<file path="config.mk">
export PLATFORM = sky130hd
export DESIGN_NAME = deadlock_block_detector
export DESIGN_NICKNAME = d
export VERILOG_FILES = /design/src/rtl/deadlock_pkg.sv /design/src/rtl/stall_vec_tracker.sv /design/src/rtl/deadlock_block_detector.sv
export SDC_FILE = /design/constraint.sdc
export NUM_CORES = 1
export LEC_CHECK = 0
export CAP_MARGIN = 20
export CORE_MARGIN = 4
export CORE_UTILIZATION = 40
export DETAILED_ROUTE_END_ITERATION = 16
export PLACE_DENSITY = 0.66
export SLEW_MARGIN = 0
export SYNTH_ARGS = -nofsm -noshare
export SYNTH_HDL_FRONTEND = slang
export SYNTH_SLANG_ARGS = --single-unit
</file>
<file path="constraint.sdc">
create_clock -name clock -period 2.5 [get_ports clock]
set_clock_uncertainty 0.2 [all_clocks]
set_input_delay 0.5 -clock clock [delete_from_list [all_inputs] [get_ports clock]]
set_output_delay 0.5 -clock clock [all_outputs]
set_load 0.005 [all_outputs]
</file>
<file path="src/rtl/deadlock_pkg.sv">
// Shared types and helpers for the kernel deadlock block detector.
// Optional feature macro: DEADLOCK_DETECT_STICKY_EN (see deadlock_block_detector.sv).
package deadlock_pkg;

  typedef enum logic [1:0] {
    StIdle    = 2'd0,
    StWatch   = 2'd1,
    StBlocked = 2'd2
  } state_e;

  localparam int unsigned DefaultThresh = 16;

  // Increment that sticks at max_val instead of wrapping.
  function automatic logic [31:0] sat_inc(input logic [31:0] cnt, input logic [31:0] max_val);
    return (cnt >= max_val) ? cnt : cnt + 32'd1;
  endfunction

endpackage

</file>
<file path="src/rtl/stall_vec_tracker.sv">
// Derives the stall condition from the raw blocking/idle vectors and remembers the previous
// vector so the FSM can tell a frozen stall from one that is still making progress.
module stall_vec_tracker #(
  parameter int unsigned N_AXIS = 2,
  parameter int unsigned N_INST = 2,
  parameter int unsigned N_IBLK = 1
) (
  input  logic                     clock,
  input  logic                     reset,
  input  logic [N_AXIS-1:0]        axis_block_sigs,
  input  logic [N_INST-1:0]        inst_idle_sigs,
  input  logic [N_IBLK-1:0]        inst_block_sigs,
  output logic                     stall,
  output logic                     changed,
  output logic [N_AXIS+N_IBLK-1:0] snap_val
);

  localparam int unsigned VecW = N_AXIS + N_INST + N_IBLK;

  logic [VecW-1:0] vec;
  logic [VecW-1:0] prev_vec_q;

  assign vec      = {inst_block_sigs, inst_idle_sigs, axis_block_sigs};
  // Someone is waiting, and the kernel is not simply finished with every instance idle.
  assign stall    = ((|axis_block_sigs) | (|inst_block_sigs)) & ~(&inst_idle_sigs);
  assign changed  = (vec != prev_vec_q);
  assign snap_val = {inst_block_sigs, axis_block_sigs};

  // Previous-cycle vector, cleared by synchronous reset.
  always_ff @(posedge clock) begin
    if (!reset) begin
      prev_vec_q <= '0;
    end else begin
      prev_vec_q <= vec;
    end
  end

endmodule

</file>
<file path="src/rtl/deadlock_block_detector.sv">
// Qualifies a raw kernel stall into a confirmed block: the stall must persist with an unchanged
// signal vector for THRESH consecutive cycles. Define DEADLOCK_DETECT_STICKY_EN to latch BLOCKED
// until reset instead of releasing when the stall clears or moves.
module deadlock_block_detector
  import deadlock_pkg::*;
#(
  parameter int unsigned N_AXIS = 2,
  parameter int unsigned N_INST = 2,
  parameter int unsigned N_IBLK = 1,
  parameter int unsigned THRESH = DefaultThresh,
  parameter int unsigned CNT_W  = 8
) (
  input  logic                     clock,
  input  logic                     reset,
  input  logic [N_AXIS-1:0]        axis_block_sigs,
  input  logic [N_INST-1:0]        inst_idle_sigs,
  input  logic [N_IBLK-1:0]        inst_block_sigs,
  output logic                     block,
  output logic                     block_rise,
  output logic [N_AXIS+N_IBLK-1:0] block_snapshot,
  output logic [CNT_W-1:0]         stall_cnt
);

  localparam int unsigned SnapW  = N_AXIS + N_IBLK;
  localparam logic [CNT_W-1:0] CntMax = '1;

  logic             stall;
  logic             changed;
  logic [SnapW-1:0] snap_val;

  state_e           state_q, state_d;
  logic [CNT_W-1:0] cnt_q, cnt_d;
  logic             block_q, block_d;
  logic             rise_q, rise_d;
  logic [SnapW-1:0] snap_q, snap_d;
  logic [CNT_W-1:0] cnt_inc;

  stall_vec_tracker #(
    .N_AXIS (N_AXIS),
    .N_INST (N_INST),
    .N_IBLK (N_IBLK)
  ) u_tracker (
    .clock           (clock),
    .reset           (reset),
    .axis_block_sigs (axis_block_sigs),
    .inst_idle_sigs  (inst_idle_sigs),
    .inst_block_sigs (inst_block_sigs),
    .stall           (stall),
    .changed         (changed),
    .snap_val        (snap_val)
  );

  assign cnt_inc = CNT_W'(sat_inc(32'(cnt_q), 32'(CntMax)));

  // Next-state logic: count frozen-stall cycles and enter BLOCKED when the count hits THRESH.
  always_comb begin
    state_d = state_q;
    cnt_d   = cnt_q;
    block_d = block_q;
    rise_d  = 1'b0;
    snap_d  = snap_q;
    unique case (state_q)
      StIdle, StWatch: begin
        if (!stall) begin
          state_d = StIdle;
          cnt_d   = '0;
        end else begin
          // Entry from IDLE and any progress in WATCH both restart the run at 1.
          cnt_d   = (state_q == StIdle || changed) ? CNT_W'(1) : cnt_inc;
          state_d = StWatch;
          if (32'(cnt_d) == THRESH) begin
            state_d = StBlocked;
            block_d = 1'b1;
            rise_d  = 1'b1;
            snap_d  = snap_val;
          end
        end
      end
      StBlocked: begin
`ifdef DEADLOCK_DETECT_STICKY_EN
        cnt_d = stall ? cnt_inc : '0;
`else
        if (!stall || changed) begin
          state_d = StIdle;
          block_d = 1'b0;
          cnt_d   = '0;
        end else begin
          cnt_d = cnt_inc;
        end
`endif
      end
      default: begin
        state_d = StIdle;
        block_d = 1'b0;
        cnt_d   = '0;
      end
    endcase
  end

  // State and output registers with synchronous active-low reset.
  always_ff @(posedge clock) begin
    if (!reset) begin
      state_q <= StIdle;
      cnt_q   <= '0;
      block_q <= 1'b0;
      rise_q  <= 1'b0;
      snap_q  <= '0;
    end else begin
      state_q <= state_d;
      cnt_q   <= cnt_d;
      block_q <= block_d;
      rise_q  <= rise_d;
      snap_q  <= snap_d;
    end
  end

  assign block          = block_q;
  assign block_rise     = rise_q;
  assign block_snapshot = snap_q;
  assign stall_cnt      = cnt_q;

endmodule
</file>
-- Word level (Yosys, flattened, before mapping)
Index checks and enable logic that the tools add are counted.
- register bits after elaboration: 20
- input port bits: 7
- output and inout bits: 13
- word-level logic and storage cells: 42
- add/sub/neg operators: 1
- magnitude comparators: 1
- eq/ne operators: 7
- muxes and demuxes: 14
- bitwise gates (word level): 3
- reductions and logical operators: 10
- operators by type and width (cell ; number):
    $mux 8 ; 4
    $pmux 8 s2 ; 1
    $reduce_and 3->1 ; 3
    $add 8x1->8 const B ; 1
    $eq 8x5->1 const B ; 1
    $ge 8x8->1 const B ; 1
    $mux 2 ; 3
    $ne 2x2->1 const B ; 3
    $ne 5x5->1 ; 1
    $mux 1 ; 4
    $pmux 2 s2 ; 1
    $reduce_or 2->1 ; 2
    $eq 2x1->1 const B ; 1
    $eq 2x2->1 const B ; 1
    $logic_not 2->1 ; 1
    $logic_or 1x1->1 ; 2
    $pmux 1 s2 ; 1
    $reduce_and 2->1 ; 1
    $and 1x1->1 ; 1
    $logic_not 1->1 ; 1
    $not 1->1 ; 1
    $or 1x1->1 ; 1

-- Longest topological paths before layout
- depth in word-level cells: 7
- mapped depth: 6
- mapped depth without buffers: 6

-- Hierarchy
Synthesis repeated with hierarchy kept, for this count alone.
- cell total of the unflattened synthesis: 121
- area, all modules: 1037.2 um^2
- by module, submodules not included (module ; times used ; cells an instance ; area each (um^2) ; seq. area each (um^2)):
    deadlock_block_detector ; 1 ; 99 ; 818.3 ; 300.3
    stall_vec_tracker ; 1 ; 22 ; 219.0 ; 100.1

-- Least setup slack after synthesis
OpenSTA, ideal clock, no wires.
- kind: register to register
- start: reg cnt_q[0] (netlist: stall_cnt[0])
- end: reg cnt_q[0] (netlist: stall_cnt[0])
- setup time: 0.084 ns
- arrival time: 1.555 ns
- required time: 2.216 ns
- slack: 0.661 ns
- cell stages (with the launch flop): 7
- path buffers: 0
- clock period less this slack: 1.839 ns
- cells stage by stage: dfxtp_1 -> ha_1 -> and2_2 -> and3_4 -> xor2_1 -> o31a_1 -> o31ai_2
- word-level cells in the longest chain between the ends: 5
- elaborated cells between the ends (all ways): 7
- those cells by class: add/sub: 1; order compare: 1; mux: 5
- ends and longest elaborated chain (item ; RTL line ; RTL):
    start: declaration ; deadlock_block_detector.sv:32 ; logic [CNT_W-1:0] cnt_q, cnt_d;
    start signal: assignment ; deadlock_block_detector.sv:110 ; cnt_q <= cnt_d;
    $add 8x1->8 / $ge 8x8->1 (equally long branches) ; deadlock_pkg.sv:15 ; return (cnt >= max_val) ? cnt : cnt + 32'd1;
    $mux 8 * ; deadlock_pkg.sv:15 ;
    $mux 8 ; deadlock_block_detector.sv:69 ; cnt_d = (state_q == StIdle || changed) ? CNT_W'(1) : cnt_inc;
    $mux 8 ; deadlock_block_detector.sv:64 ; if (!stall) begin
    $pmux 8 s2 * ; deadlock_block_detector.sv:62 ; unique case (state_q)
Mark *: on every way between the ends. The rest lies on a longest branch, timed or not.
A chain may end at the register's enable or synchronous reset.

-- Worst setup path after layout
- start: reg cnt_q[3] (netlist: stall_cnt[3])
- end: out stall_cnt[3]
- RTL lines (item ; RTL line ; RTL):
    end: declaration ; deadlock_block_detector.sv:21 ; output logic [CNT_W-1:0] stall_cnt
No word-level cell between the ends.

==> impl_metrics.py <==
metrics = {
    "synth": {
        "synthMuxAreaShare": 0.0411,
        "ys_seq_elements": 20,
        "ys.flop_type": "dfxtp_1",
        "synth_top_family_by_area": "simple AND/OR/NAND/NOR gates",
        "synth-compound-area-share": 0.0938,
        "ys_warn_count": 0,
        "yosys.area.top_type": "dfxtp_1",
        "synth_top_area_frac": 0.411,
        "synth-simple-area-share": 0.302,
        "synth_adder_area_share": 0.0129,
        "synth_area_leaders": "dfxtp_1 41%, xnor2_1 5.4%, nand2_1 4.6%",
        "synthCells": 111,
        "syn_nets": 119,
        "yosys.area_share.xor_xnor": 0.0900,
        "yosysSeqAreaShare": 0.411,
        "synth_edf_count": 0,
        "avgSynthCellArea_um2": 8.77,
        "synth_cell_types": 32,
        "async_flop_share": 0,
        "synthesis.area_um2": 973,
    },
    "power": {
        "share_seq_of_total_power": 0.618,
        "p_total_uw": 538,
        "swShare": 0.236,
        "ir_drop_v": 0.000316,
        "p_int_uw": 411,
        "p_sw_uw": 127,
        "combPwrFrac": 0.102,
        "power_density_nw_per_um2": 447,
        "clkPwrFrac": 0.280,
        "leakage_uw": 0.000464,
    },
    "routing": {
        "drc": 0,
        "viasPerCell": 5.23,
        "vias": 832,
        "wl_per_cell_um": 12.1,
        "first_pass_iters": 4,
        "ant_nets": 0,
        "drt_iter0_drc": 12,
        "wl_um": 1920,
    },
    "global_routing": {
        "grt_use_total": 0.126,
        "grt.overflow.total": 0,
        "grt_pass1_wl_um": 3330,
        "grt_max_degree": 12,
        "grt_pass1_vias": 798,
        "antenna_found_initial": 0,
    },
    "finish": {
        "seq_area_um2": 400,
        "layout_commonest_cell": "dfxtp_1",
        "nets": 141,
        "multi_input_area_um2": 526,
        "most-common-layout-cells": "20 x dfxtp_1, 19 x clkdlybuf4s50_1, 12 x nand2_1, 11 x nor2_1, 7 x nor3_1",
        "final_cells": 159,
        "fillers": 222,
        "area_delta_synth_final_pct": 23.6,
        "antenna_cells": 0,
        "utilization": 0.534,
        "drive_gt1_frac": 0.0916,
    },
    "timing": {
        "finalSetupViolations": 0,
        "worst_slack_ns": 0.410,
        "timing.fmax_mhz": 479,
        "rsz0062_at_grt": "false",
        "drv_slew": 0,
        "relSlewSlack": 0.758,
        "period_share": 0.836,
        "period_minus_slack_ns": 2.09,
        "finalHoldViolations": 0,
        "tightest_slew_ns": 0.362,
        "setup-tns-final_ns": 0,
    },
    "die": {
        "die_w_um": 57.3,
        "die-area_um2": 3290,
        "core_area_um2": 2250,
        "rows": 17,
        "ioPinCount": 20,
        "die_h_um": 57.3,
        "initial_core_util": 0.432,
    },
    "place": {
        "place_congestion": 0.807,
        "dp_hpwl_um": 1500,
        "io_buffers": 19,
        "pre_cts_ws_ns": 0.0743,
        "dp.cells": 156,
    },
    "critical_path": {
        "critPathCaptureType": "primary output",
        "cp_cell_sequence": "clkdlybuf4s50_1",
        "cpPeakStageDelay_ns": 0.57,
        "worstPathRequired_ns": 1.80,
        "cp.arrival_ns": 1.39,
        "criticalPathCategory": "reg -> out",
        "cp_num_buf_inv": 1,
        "cp_top_family": "buffers and inverters",
        "start_kind": "flip-flop",
        "slowest_stage": "clkdlybuf4s50_1",
        "critPathMaxFanout": 10,
    },
    "job": {
        "maxCapViolations": 0,
    },
    "clock_network": {
        "hold_buffers": 0,
        "cts_resized": 0,
        "cts_buffers": 3,
        "cts_sinks": 20,
        "clk_pin_slew_worst_paths_ns": 0.12,
        "h-tree-depth": 1,
        "clockBufferDepth": 2,
        "cts_setup_buffers": 0,
        "clock_latency_ns": 0.30,
        "cts_tree": "done",
        "root_buffer": "clkbuf_4",
    },
    "worst_hold_path": {
        "hp-class": "reg -> reg",
    },
    "status": {
        "status": "finished, final reports clean",
    },
}
## cell families (layout without fill, tap and decap cells)
kind of cell               count (synthesis)  in the layout
AOI/OAI and AO/OA                         13             13
xor gates and xnor gates                  10             10
adders and majority gates                  1              1
buffers and inverters                      9             29
DFF                                       20             20
muxes                                      4              4
and+or+nand+nor                           54             54
## through the flow
stage          instance area [µm²]  hold slack, ns
2_1_floorplan                  973           0.255
3_3_place_gp                  1180           0.257
3_5_place_dp                  1180           0.255
4_1_cts                       1200           0.281
5_1_grt                       1200           0.328
6_report                      1200           0.276
## metal layers
metal | vias up | part of all wire | track usage
met1 | 376 | 0.50 | 0.154
met4 | 0 | 0.018 | 0.0563
li1 | 434 | - | -
met2 | 18 | 0.43 | 0.214
met3 | 4 | 0.053 | 0.0249
met5 | - | 0 | 0
## path summary, 6_finish.rpt
| kind | depth (start not counted) | slack (ns) | end | from |
|---|---|---|---|---|
| worst max register to register | 6 | 0.52 | stall_cnt[0] | stall_cnt[0] |
| worst max-delay path | 1 | 0.41 | stall_cnt[3] | stall_cnt[3] |
| worst min-delay path | 2 | 0.28 | block_snapshot[0] | block_snapshot[0] |
| worst min register to register | 2 | 0.28 | block_snapshot[0] | block_snapshot[0] |
## layout make-up
cell class,instances,area share
Clock buffer,3,0.0187
Multi-Input combinational cell,82,0.437
Timing Repair Buffer,20,0.164
Sequential cell,20,0.333
Inverter,6,0.0187
Tap cell,28,0.0291
## power groups by stage
| stage | registers [µW] | logic (µW) | clock network (µW) |
|---|---|---|---|
| finish | 333 | 54.8 | 150 |
| global route | 334 | 61.2 | 166 |
| CTS | 333 | 55.2 | 152 |
| detailed placement | 340 | 55.2 | 0 |
| global placement | 340 | 54.0 | 0 |
| floorplan | 339 | 32.3 | 0 |
## state kept, by name, summed over array words and instances (netlist names)
name / cells
block: 1
block_rise: 1
block_snapshot: 3
stall_cnt: 8
state_q: 2
u_tracker.prev_vec_q: 5
## cells in the mapped netlist, types with 2 or more instances
master     n
nor2_1    11
dfxtp_1   20
a21oi_1    5
nand2_1   12
nand3_1    6
mux2i_1    4
and2_1     2
and3_1     2
inv_1      6
nor3_1     7
xor2_1     4
a211oi_1   3
a31oi_1    2
nand4_1    4
xnor2_1    6
Power figures use the tool's default switching activity.
